===== config.mk =====
export PLATFORM = sky130hd
export DESIGN_NAME = resp_frame_tx
export DESIGN_NICKNAME = d
export VERILOG_FILES = /design/src/rtl/resp_frame_pkg.sv /design/src/rtl/resp_chk_accum.sv /design/src/rtl/resp_frame_tx.sv
export SDC_FILE = /design/constraint.sdc
export NUM_CORES = 1
export LEC_CHECK = 0
export BUFFER_PORTS_ARGS = -buffer_cell sky130_fd_sc_hd__buf_2
export CAP_MARGIN = 20
export CORE_AREA = 2 2 132 134
export DETAILED_ROUTE_END_ITERATION = 6
export DIE_AREA = 0 0 134 136
export GPL_TIMING_DRIVEN = 0
export PLACE_DENSITY = 0.71
export SYNTH_ARGS = -nofsm -noshare
export SYNTH_HDL_FRONTEND = slang
export SYNTH_SLANG_ARGS = --single-unit

===== constraint.sdc =====
create_clock -name clk -period 3.7 [get_ports clk]
set_clock_uncertainty 0.1 [all_clocks]
set_input_delay 0.74 -clock clk [delete_from_list [all_inputs] [get_ports clk]]
set_output_delay 0.74 -clock clk [all_outputs]
set_load 0.01 [all_outputs]

===== src/rtl/resp_frame_pkg.sv =====
// Package for the response-frame transmitter.
// Holds the frame constants, the transmit state encoding and the CRC-8 step
// function that the checksum accumulator uses when RESP_FRAME_CRC8_EN is defined.
package resp_frame_pkg;

    localparam logic [7:0] SOF0      = 8'hAA;
    localparam logic [7:0] SOF1      = 8'h55;
    localparam logic [7:0] CRC8_POLY = 8'h07;

    typedef enum logic [2:0] {
        ST_IDLE = 3'd0,
        ST_SOF0 = 3'd1,
        ST_SOF1 = 3'd2,
        ST_CMD  = 3'd3,
        ST_STAT = 3'd4,
        ST_LEN  = 3'd5,
        ST_PAY  = 3'd6,
        ST_CHK  = 3'd7
    } state_t;

    // One byte of MSB-first CRC-8 (init/xorout handled by the caller).
    function automatic logic [7:0] crc8_byte(input logic [7:0] crc, input logic [7:0] data);
        logic [7:0] c;
        c = crc ^ data;
        for (int i = 0; i < 8; i++) begin
            c = c[7] ? ({c[6:0], 1'b0} ^ CRC8_POLY) : {c[6:0], 1'b0};
        end
        return c;
    endfunction

endpackage


===== src/rtl/resp_chk_accum.sv =====
// Frame checksum accumulator.
// Build option: RESP_FRAME_CRC8_EN selects CRC-8 (poly 0x07, init 0x00);
// otherwise the checksum is the modulo-256 sum of the accumulated bytes.
// Ports:
//   clk, rst  - clock, asynchronous active-high reset
//   clear     - restart the checksum at 0 (takes priority over enable)
//   enable    - fold data_in into the checksum this cycle
//   data_in   - byte to accumulate
//   chk_out   - current checksum value
module resp_chk_accum
    import resp_frame_pkg::*;
(
    input  logic       clk,
    input  logic       rst,
    input  logic       clear,
    input  logic       enable,
    input  logic [7:0] data_in,
    output logic [7:0] chk_out
);

    logic [7:0] chk;

    always_ff @(posedge clk or posedge rst) begin
        if (rst) begin
            chk <= 8'h00;
        end else if (clear) begin
            chk <= 8'h00;
        end else if (enable) begin
`ifdef RESP_FRAME_CRC8_EN
            chk <= crc8_byte(chk, data_in);
`else
            chk <= chk + data_in;
`endif
        end
    end

    assign chk_out = chk;

endmodule


===== src/rtl/resp_frame_tx.sv =====
// Response frame transmitter: serialises a posted response as
//   0xAA 0x55 CMD STATUS LEN P[0..LEN-1] CHK
// onto a valid/ready byte stream feeding the UART transmitter.
// Build option: RESP_FRAME_CRC8_EN switches CHK from a mod-256 sum to CRC-8.
// Ports:
//   clk, rst                         - clock, asynchronous active-high reset
//   pl_wr_en/pl_wr_addr/pl_wr_data   - payload buffer write port (ignored while busy)
//   req_valid/req_ready              - response request handshake
//   req_cmd/req_status/req_len       - response fields, captured on accept
//   tx_data/tx_valid/tx_ready        - outgoing byte stream
//   busy                             - frame in progress
//   len_err                          - one-cycle pulse when req_len was clamped
//   frames_sent                      - completed frame counter (wraps)
module resp_frame_tx
    import resp_frame_pkg::*;
#(
    parameter int MAX_PAYLOAD = 16,
    parameter int AW          = 4
) (
    input  logic          clk,
    input  logic          rst,
    input  logic          pl_wr_en,
    input  logic [AW-1:0] pl_wr_addr,
    input  logic [7:0]    pl_wr_data,
    input  logic          req_valid,
    output logic          req_ready,
    input  logic [7:0]    req_cmd,
    input  logic [7:0]    req_status,
    input  logic [7:0]    req_len,
    output logic [7:0]    tx_data,
    output logic          tx_valid,
    input  logic          tx_ready,
    output logic          busy,
    output logic          len_err,
    output logic [15:0]   frames_sent
);

    state_t      state, state_nxt;
    logic [7:0]  cmd_r, status_r, len_r;
    logic [7:0]  pay_idx;
    logic [7:0]  pl_mem [MAX_PAYLOAD];
    logic [7:0]  chk;
    logic        accept, hs, len_over, chk_en;

    assign req_ready = (state == ST_IDLE);
    assign busy      = (state != ST_IDLE);
    assign tx_valid  = (state != ST_IDLE);
    assign accept    = req_valid & req_ready;
    assign hs        = tx_valid & tx_ready;
    assign len_over  = int'(req_len) > MAX_PAYLOAD;

    // The sync bytes and the checksum itself are excluded from the checksum.
    assign chk_en = hs && (state == ST_CMD || state == ST_STAT ||
                           state == ST_LEN || state == ST_PAY);

    always_ff @(posedge clk or posedge rst) begin
        if (rst) state <= ST_IDLE;
        else     state <= state_nxt;
    end

    always_comb begin
        state_nxt = state;
        tx_data   = 8'h00;
        case (state)
            ST_IDLE: if (accept) state_nxt = ST_SOF0;
            ST_SOF0: begin
                tx_data = SOF0;
                if (hs) state_nxt = ST_SOF1;
            end
            ST_SOF1: begin
                tx_data = SOF1;
                if (hs) state_nxt = ST_CMD;
            end
            ST_CMD: begin
                tx_data = cmd_r;
                if (hs) state_nxt = ST_STAT;
            end
            ST_STAT: begin
                tx_data = status_r;
                if (hs) state_nxt = ST_LEN;
            end
            ST_LEN: begin
                tx_data = len_r;
                if (hs) state_nxt = (len_r == 8'd0) ? ST_CHK : ST_PAY;
            end
            ST_PAY: begin
                tx_data = pl_mem[pay_idx[AW-1:0]];
                if (hs && pay_idx == len_r - 8'd1) state_nxt = ST_CHK;
            end
            ST_CHK: begin
                tx_data = chk;
                if (hs) state_nxt = ST_IDLE;
            end
            default: state_nxt = ST_IDLE;
        endcase
    end

    always_ff @(posedge clk or posedge rst) begin
        if (rst) begin
            pay_idx     <= 8'd0;
            len_err     <= 1'b0;
            frames_sent <= 16'd0;
        end else begin
            len_err <= accept & len_over;
            if (accept)
                pay_idx <= 8'd0;
            else if (hs && state == ST_PAY)
                pay_idx <= pay_idx + 8'd1;
            if (hs && state == ST_CHK)
                frames_sent <= frames_sent + 16'd1;
        end
    end

    // Response fields are pure data; they are always reloaded before use.
    always_ff @(posedge clk) begin
        if (accept) begin
            cmd_r    <= req_cmd;
            status_r <= req_status;
            len_r    <= len_over ? 8'(MAX_PAYLOAD) : req_len;
        end
    end

    // A write in the accept cycle still lands, since the frame only reads
    // the buffer several cycles later in PAY.
    always_ff @(posedge clk) begin
        if (pl_wr_en && state == ST_IDLE)
            pl_mem[pl_wr_addr] <= pl_wr_data;
    end

    resp_chk_accum u_chk (
        .clk     (clk),
        .rst     (rst),
        .clear   (accept),
        .enable  (chk_en),
        .data_in (tx_data),
        .chk_out (chk)
    );

endmodule


==> summary.md, run 1 <==
| Metric | Value |
|---|---|
| Initial Utilization | `49.3%` |
| Leak | `3.63 nW` |
| Worst hold slack | `0.362 ns` |
| Reg power frac | `36.8%` |
| RSZ-0062 raised after global routing | `true` |
| Number of remaining DRC errors | `0` |
| Row cnt | `48` |
| Worst endpoint required time | `3.91 ns` |
| DR WL/cell | `20.7 um` |
| Initial DRC Count | `417` |
| Commonest non-fill, non-tap cells in the layout | `152 x edfxtp_1, 71 x buf_2, 36 x nor2_1` |
| Failing checks | `setup timing` |
| Peak Freq | `264 MHz` |
| Antenna-violating nets left | `0` |
| Layout Area Growth over Synthesis | `17.9%` |
| Comb pwr share | `36.5%` |
| EDFF count, synth | `152` |
| First-pass GRT wire length | `28,100 um` |
| Hold_sp | `frames_sent[15]` |
| Syn. warnings | `0` |
| Global Route Usage Sum | `20.8%` |
| Post-synthesis async set-or-reset flop share | `19.1%` |
| Layout cells sized above 1 | `26.5%` |
| Final Max Slew Viols | `0` |
| Netlist cell types | `52` |
| Fillcell total | `1,303` |
| Minimum clock period | `3.79 ns` |
| Post-Synthesis Cells | `535` |
| H-tree Lvls | `4` |
| Worst Max-Slew Pin Slew | `1.03 ns` |
| GRT Residual Overflow | `0` |
| CP max stage cell | `mux4_2` |
| DR pass1 iterations | `5` |
| Largest net degree at the start of global routing | `37` |
| Flops & latches, synth | `188` |
| Crit start category | `flop` |
| Final Power | `0.00694 W` |
| Critical Path AT | `4.01 ns` |
| Port-buffer cells | `67` |
| CP Buf/Inv Count | `3` |
| Nets@finish | `691` |
| Die height | `136 um` |
| Inserted Diodes | `0` |
| Gpl congestion | `0.861` |
| Hpwl dp | `11,800 um` |
| CTS Buf Count | `17` |
| Clock power share | `26.7%` |
| Hold Crit Class | `flop to flop` |
| Sink Count | `188` |
| Slew HR | `31.3%` |
| Post-synthesis sequential area ratio | `65.7%` |
| Root buffer cell | `clkbuf_16` |
| I/O pin count | `69` |
| CP endpoint kind | `flop` |
| Layout Utilization | `58.1%` |
| Worst r2r src | `pay_idx[0]` |
| Worst-path fanout max | `9` |
| Clock buffer depth | `2` |
| Tcrit/Tclk final | `103%` |
| CP delay by family, top | `multiplexers` |
| CP max stage delay | `0.56 ns` |
| Crit path launch | `pay_idx[0]` |
| Die W | `134 um` |
| Die area | `18,200 sq um` |
| Primary FF master, synth | `edfxtp_1` |
| Final Hold Fails | `0` |
| Max-cap violations | `0` |
| Area of the core | `16,900 sq um` |
| Setup WS post-layout | `-0.0948 ns` |
| Commonest non-fill, non-tap cell in the layout | `edfxtp_1` |
| Syn Area/Cell | `15.6 sq um` |
| Vias in the first global route | `5,127` |
| Switching pwr | `0.00226 W` |
| Clk_lat worst skew | `0.43 ns` |
| Critical path class | `flop to flop` |
| Crit path cell chain | `buf_12 > buf_12 > mux4_2 > mux4_2 > mux2i_4 > o22ai_4 > ha_1 > a21o_1 > nand4_1 > a21oi_2 > buf_4 > a2111oi_4 > nor3_2 > o32a_1` |
| DR vias/cell | `5.68` |
| Finish-stage setup viols | `2` |
| Net Sw Frac | `32.5%` |
| Status | `complete, but fails checks` |
| WL final | `18,100 um` |
| Cell area power density | `708 nW/um^2` |
| Via count | `4,967` |
| CTS tree | `done` |
| Initial antenna violation count | `0` |
| Mapped Area | `8320 sq um` |
| VDD IR-drop max | `0.000409 V` |
| Clock-pin slew on the worst setup and hold paths | `0.07 ns` |
| Cell internal pwr | `0.00469 W` |
-- cell families (layout without fill, tap and decap cells) --
family | Yosys count | after routing | synth area share, %
DFF | 188 | 188 | 65.7
adders and majority gates | 11 | 11 | 1.74
buffers and inverters | 37 | 150 | 2.27
xor gates and xnor gates | 42 | 42 | 4.42
muxes | 58 | 58 | 13.3
AOI/OAI and AO/OA | 63 | 63 | 4.65
and+or+nand+nor | 135 | 135 | 7.92
other | 1 | 3 | 0.0451
-- state kept, by name, summed over array words and instances, names as in the netlist --
name / flops
pl_mem: 128
frames_sent: 16
cmd_r: 8
len_r: 8
pay_idx: 8
status_r: 8
u_chk.chk_out: 8
state: 3
len_err: 1
-- worst reg2reg max path: cells and delay by family (launching register included) --
family,cells,cell delay [ns]
AND/OR/NAND/NOR,2,0.25
adder cells (fa/ha/maj),1,0.29
flip-flops,1,0.40
buffers and inverters,3,0.43
multiplexers,3,1.30
AO/OA/AOI/OAI,5,0.94
-- power groups by stage --
stage / clock network [W] / registers [W] / logic, W
3_5_place_dp: 0 / 0.00259 / 0.00208
2_1_floorplan: 0 / 0.00257 / 0.00151
3_3_place_gp: 0 / 0.00258 / 0.00200
4_1_cts: 0.00188 / 0.00255 / 0.00239
5_1_grt: 0.00196 / 0.00257 / 0.00275
6_report: 0.00186 / 0.00255 / 0.00253
-- per-layer routing --
layer | vias up | track usage, % | routed length [um]
met2 | 178 | 35.8 | 9270
met5 | - | 0 | 0
li1 | 2260 | - | -
met4 | 0 | 5.79 | 270
met1 | 2505 | 26.9 | 7530
met3 | 24 | 4.59 | 1000
-- worst paths after layout --
check | end | slack, ns | cells after the start
max reg2reg | u_chk.chk_out[7] | -0.09 | 14
min reg2reg | frames_sent[15] | 0.36 | 1
min in group asynchronous | frames_sent[12] | 0.37 | 2
max in group asynchronous | pay_idx[0] | 2.57 | 2
min | frames_sent[15] | 0.36 | 1
max | u_chk.chk_out[7] | -0.09 | 14
-- repair_timing --
action                                  in CTS  in global routing
pin swaps                                   12                 14
resized for setup                           39                 11
endpoints found under the setup margin      11                  6
hold buffers                                 0                  0
buffers inserted                            12                  4
-- cells in the mapped netlist (7+ instances only) --
| master | instances | share of area, % |
|---|---|---|
| edfxtp_1 | 152 | 55 |
| mux4_1 | 22 | 6.9 |
| o21ai_0 | 19 | 1.1 |
| dfrtp_1 | 36 | 11 |
| ha_1 | 10 | 1.5 |
| nand4_1 | 9 | 0.68 |
| a21oi_1 | 15 | 0.90 |
| nor3_1 | 11 | 0.66 |
| nand2_1 | 30 | 1.4 |
| mux4_2 | 13 | 3.5 |
| inv_1 | 14 | 0.63 |
| xnor2_1 | 28 | 2.9 |
| xor2_1 | 14 | 1.5 |
| nand3_1 | 17 | 1.0 |
| mux2i_1 | 21 | 2.5 |
| buf_2 | 7 | 0.42 |
| clkbuf_1 | 8 | 0.36 |
| nor2_1 | 36 | 1.6 |
-- final cells by class --
type | count | area [sq um] | share of cell area (%)
multi-input cells | 312 | 2760 | 28.2
clock buffers | 18 | 429 | 4.38
well taps | 225 | 282 | 2.87
clock inverters | 12 | 161 | 1.65
flip-flops and latches | 188 | 5470 | 55.7
plain buffers | 23 | 195 | 1.99
inverters | 14 | 52.6 | 0.536
repair buffers | 83 | 459 | 4.68
-- stage by stage --
| step | setup TNS, ns | std cells | setup WS [ns] | area, sq um |
|---|---|---|---|---|
| finish | -0.137 | 875 | -0.0948 | 9810 |
| global route | -0.383 | 875 | -0.192 | 9810 |
| CTS | -0.112 | 871 | -0.112 | 9750 |
| detailed placement | -1.72 | 829 | -0.890 | 8970 |
| global placement | -1.23 | 829 | -0.578 | 8950 |
| floorplan | 0 | 537 | 0.00127 | 8330 |
(Power assumes the default switching activity.)
==> inputs of run 2 (changes only) <==
--- a/config.mk
+++ b/config.mk
@@ -11,6 +11,7 @@
 export DETAILED_ROUTE_END_ITERATION = 6
 export DIE_AREA = 0 0 134 136
 export GPL_TIMING_DRIVEN = 0
+export MAX_ROUTING_LAYER = met4
 export PLACE_DENSITY = 0.71
 export SYNTH_ARGS = -nofsm -noshare
 export SYNTH_HDL_FRONTEND = slang
==> run 2 against run 1 <==
Net effect: the flow still finishes with violations (setup timing); design area about the same; die area is the same; hold slack barely moved; critical endpoint unchanged; largest cell class unchanged; highest routed layer unchanged.
==> summary.md, run 2 (synthesized netlist as in run 1, its figures left out) <==
| Metric | Value |
|---|---|
| CP Buf/Inv Count | `3 (unchanged)` |
| Inserted Diodes | `0 (unchanged)` |
| Fin area | `9810 sq um (about the same)` |
| Max-cap violations | `0 (unchanged)` |
| Tcrit/Tclk final | `103% (about the same)` |
| VDD IR-drop max | `0.000409 V (about the same)` |
| CP delay by family, top | `multiplexers (unchanged)` |
| Layout cells sized above 1 | `26.5% (unchanged)` |
| Initial DRC Count | `395 (was 417)` |
| Row cnt | `48 (unchanged)` |
| Initial antenna violation count | `0 (unchanged)` |
| RSZ-0062 raised after global routing | `true (unchanged)` |
| Worst Max-Slew Pin Slew | `1.04 ns (was 1.03 ns)` |
| DR vias/cell | `5.71 (was 5.68)` |
| Finish-stage setup viols | `2 (unchanged)` |
| Critical Path AT | `4.00 ns (was 4.01 ns)` |
| Sink Count | `188 (unchanged)` |
| CP max stage delay | `0.56 ns (about the same)` |
| Crit path cell chain | `buf_12 > buf_12 > mux4_2 > mux4_2 > mux2i_4 > o22ai_4 > ha_1 > a21o_1 > nand4_1 > a21oi_2 > buf_4 > a2111oi_4 > nor3_2 > o32a_1 (unchanged)` |
| DR WL/cell | `20.7 um (about the same)` |
| Commonest non-fill, non-tap cell in the layout | `edfxtp_1 (unchanged)` |
| Fillcell total | `1,305 (was 1,303)` |
| H-tree Lvls | `4 (unchanged)` |
| Leak | `3.63 nW (about the same)` |
| Critical path class | `flop to flop (unchanged)` |
| Vias in the first global route | `5,115 (was 5,127)` |
| Die W | `134 um (unchanged)` |
| Gpl congestion | `0.875 (was 0.861)` |
| Hold_sp | `frames_sent[15] (unchanged)` |
| Clk_lat worst skew | `0.43 ns (about the same)` |
| Port-buffer cells | `67 (unchanged)` |
| Cell Area, Placed | `8970 sq um (unchanged)` |
| Regs by FF count | `pl_mem (128), frames_sent (16) (unchanged)` |
| Largest net degree at the start of global routing | `37 (unchanged)` |
| Slew HR | `30.4% (was 31.3%)` |
| Worst r2r src | `pay_idx[0] (unchanged)` |
| First-pass GRT wire length | `28,100 um (about the same)` |
| Status | `complete, but fails checks (unchanged)` |
| Number of remaining DRC errors | `0 (unchanged)` |
| GRT Residual Overflow | `0 (unchanged)` |
| Setup WS post-layout | `-0.0931 ns (was -0.0948 ns)` |
| Worst hold slack | `0.362 ns (about the same)` |
| Clock buffer depth | `2 (unchanged)` |
| WL final | `18,200 um (was 18,100 um)` |
| Final Max Slew Viols | `0 (unchanged)` |
| Cell Count, Final, Fillers Out | `875 (unchanged)` |
| Final Hold Fails | `0 (unchanged)` |
| CP endpoint kind | `flop (unchanged)` |
| Antenna-violating nets left | `0 (unchanged)` |
| I/O pin count | `69 (unchanged)` |
| Via count | `4,997 (was 4,967)` |
| Crit start category | `flop (unchanged)` |
| Layout Area Growth over Synthesis | `17.8% (was 17.9%)` |
| Largest Register | `pl_mem (unchanged)` |
| Cell area power density | `708 nW/um^2 (about the same)` |
| Root buffer cell | `clkbuf_16 (unchanged)` |
| Largest register FFs | `128 (unchanged)` |
| Failing checks | `setup timing (unchanged)` |
| Worst-path fanout max | `9 (unchanged)` |
| Setup slack at placement | `-0.890 ns (unchanged)` |
| Hpwl dp | `11,800 um (unchanged)` |
| Minimum clock period | `3.79 ns (about the same)` |
| Commonest non-fill, non-tap cells in the layout | `152 x edfxtp_1, 71 x buf_2, 36 x nor2_1 (unchanged)` |
| Die area | `18,200 sq um (unchanged)` |
| Die height | `136 um (unchanged)` |
| CP max stage cell | `mux4_2 (unchanged)` |
| Peak Freq | `264 MHz (about the same)` |
| Clock-pin slew on the worst setup and hold paths | `0.07 ns (about the same)` |
| Area of the core | `16,900 sq um (unchanged)` |
| Initial Utilization | `49.3% (unchanged)` |
| Cts hold-fix bufs | `0 (unchanged)` |
| Placed cells | `829 (unchanged)` |
| Global Route Usage Sum | `21.5% (was 20.8%)` |
| CTS tree | `done (unchanged)` |
| Worst endpoint required time | `3.91 ns (about the same)` |
| Hold Crit Class | `flop to flop (unchanged)` |
| DR pass1 iterations | `5 (unchanged)` |
| Crit path launch | `pay_idx[0] (unchanged)` |
| Nets@finish | `691 (unchanged)` |
| CTS Buf Count | `17 (unchanged)` |
-- run 2: layer usage --
metal  wire length [um]  track usage [%]  part of all wire, %  vias to the layer above
met5                  0                -                    0                        -
met4                219             5.61                  1.2                        0
met3               1020             4.66                  5.6                       20
met2               9320             35.8                   51                      174
met1               7590             27.0                   42                     2539
li1                   -                -                    -                     2264
-- run 2: final timing paths --
check                              endpoint  slack, ns  cells after the start
hold / removal              frames_sent[15]       0.36                      1
setup reg to reg           u_chk.chk_out[7]      -0.09                     14
hold reg to reg             frames_sent[15]       0.36                      1
max in group asynchronous        pay_idx[0]       2.56                      2
min in group asynchronous   frames_sent[12]       0.38                      2
setup / recovery           u_chk.chk_out[7]      -0.09                     14
-- run 2: stage by stage --
step	TNS [ns]	total power (W)	utilization, %
after detailed placement	-1.72	0.00467	53.2
after global placement	-1.23	0.00458	53.0
after floorplan	0	0.00408	-
final	-0.145	0.00694	58.1
after global routing	-0.384	0.00728	58.1
after CTS	-0.112	0.00682	57.8
-- run 2: power breakdown --
group | leakage, nW | internal [W] | switching, W
combinational | 1.50 | 0.00118 | 0.00135
sequential | 1.84 | 0.00244 | 0.000114
clock | 0.292 | 0.00107 | 0.000787
-- run 2: timing repair --
action                     CTS  global route
gates resized for setup     39            10
gates cloned                 0             0
setup endpoints to repair   11             6
pin swaps                   12            14
setup buffers               12             4
-- run 2: area by class of cell --
class	count	area (sq um)	area share, %
repair buffers	83	459	4.68
multi-input cells	312	2760	28.2
clock buffers	18	429	4.38
well taps	225	282	2.87
clock inverters	12	161	1.65
plain buffers	23	191	1.95
flip-flops and latches	188	5470	55.7
inverters	14	52.6	0.536
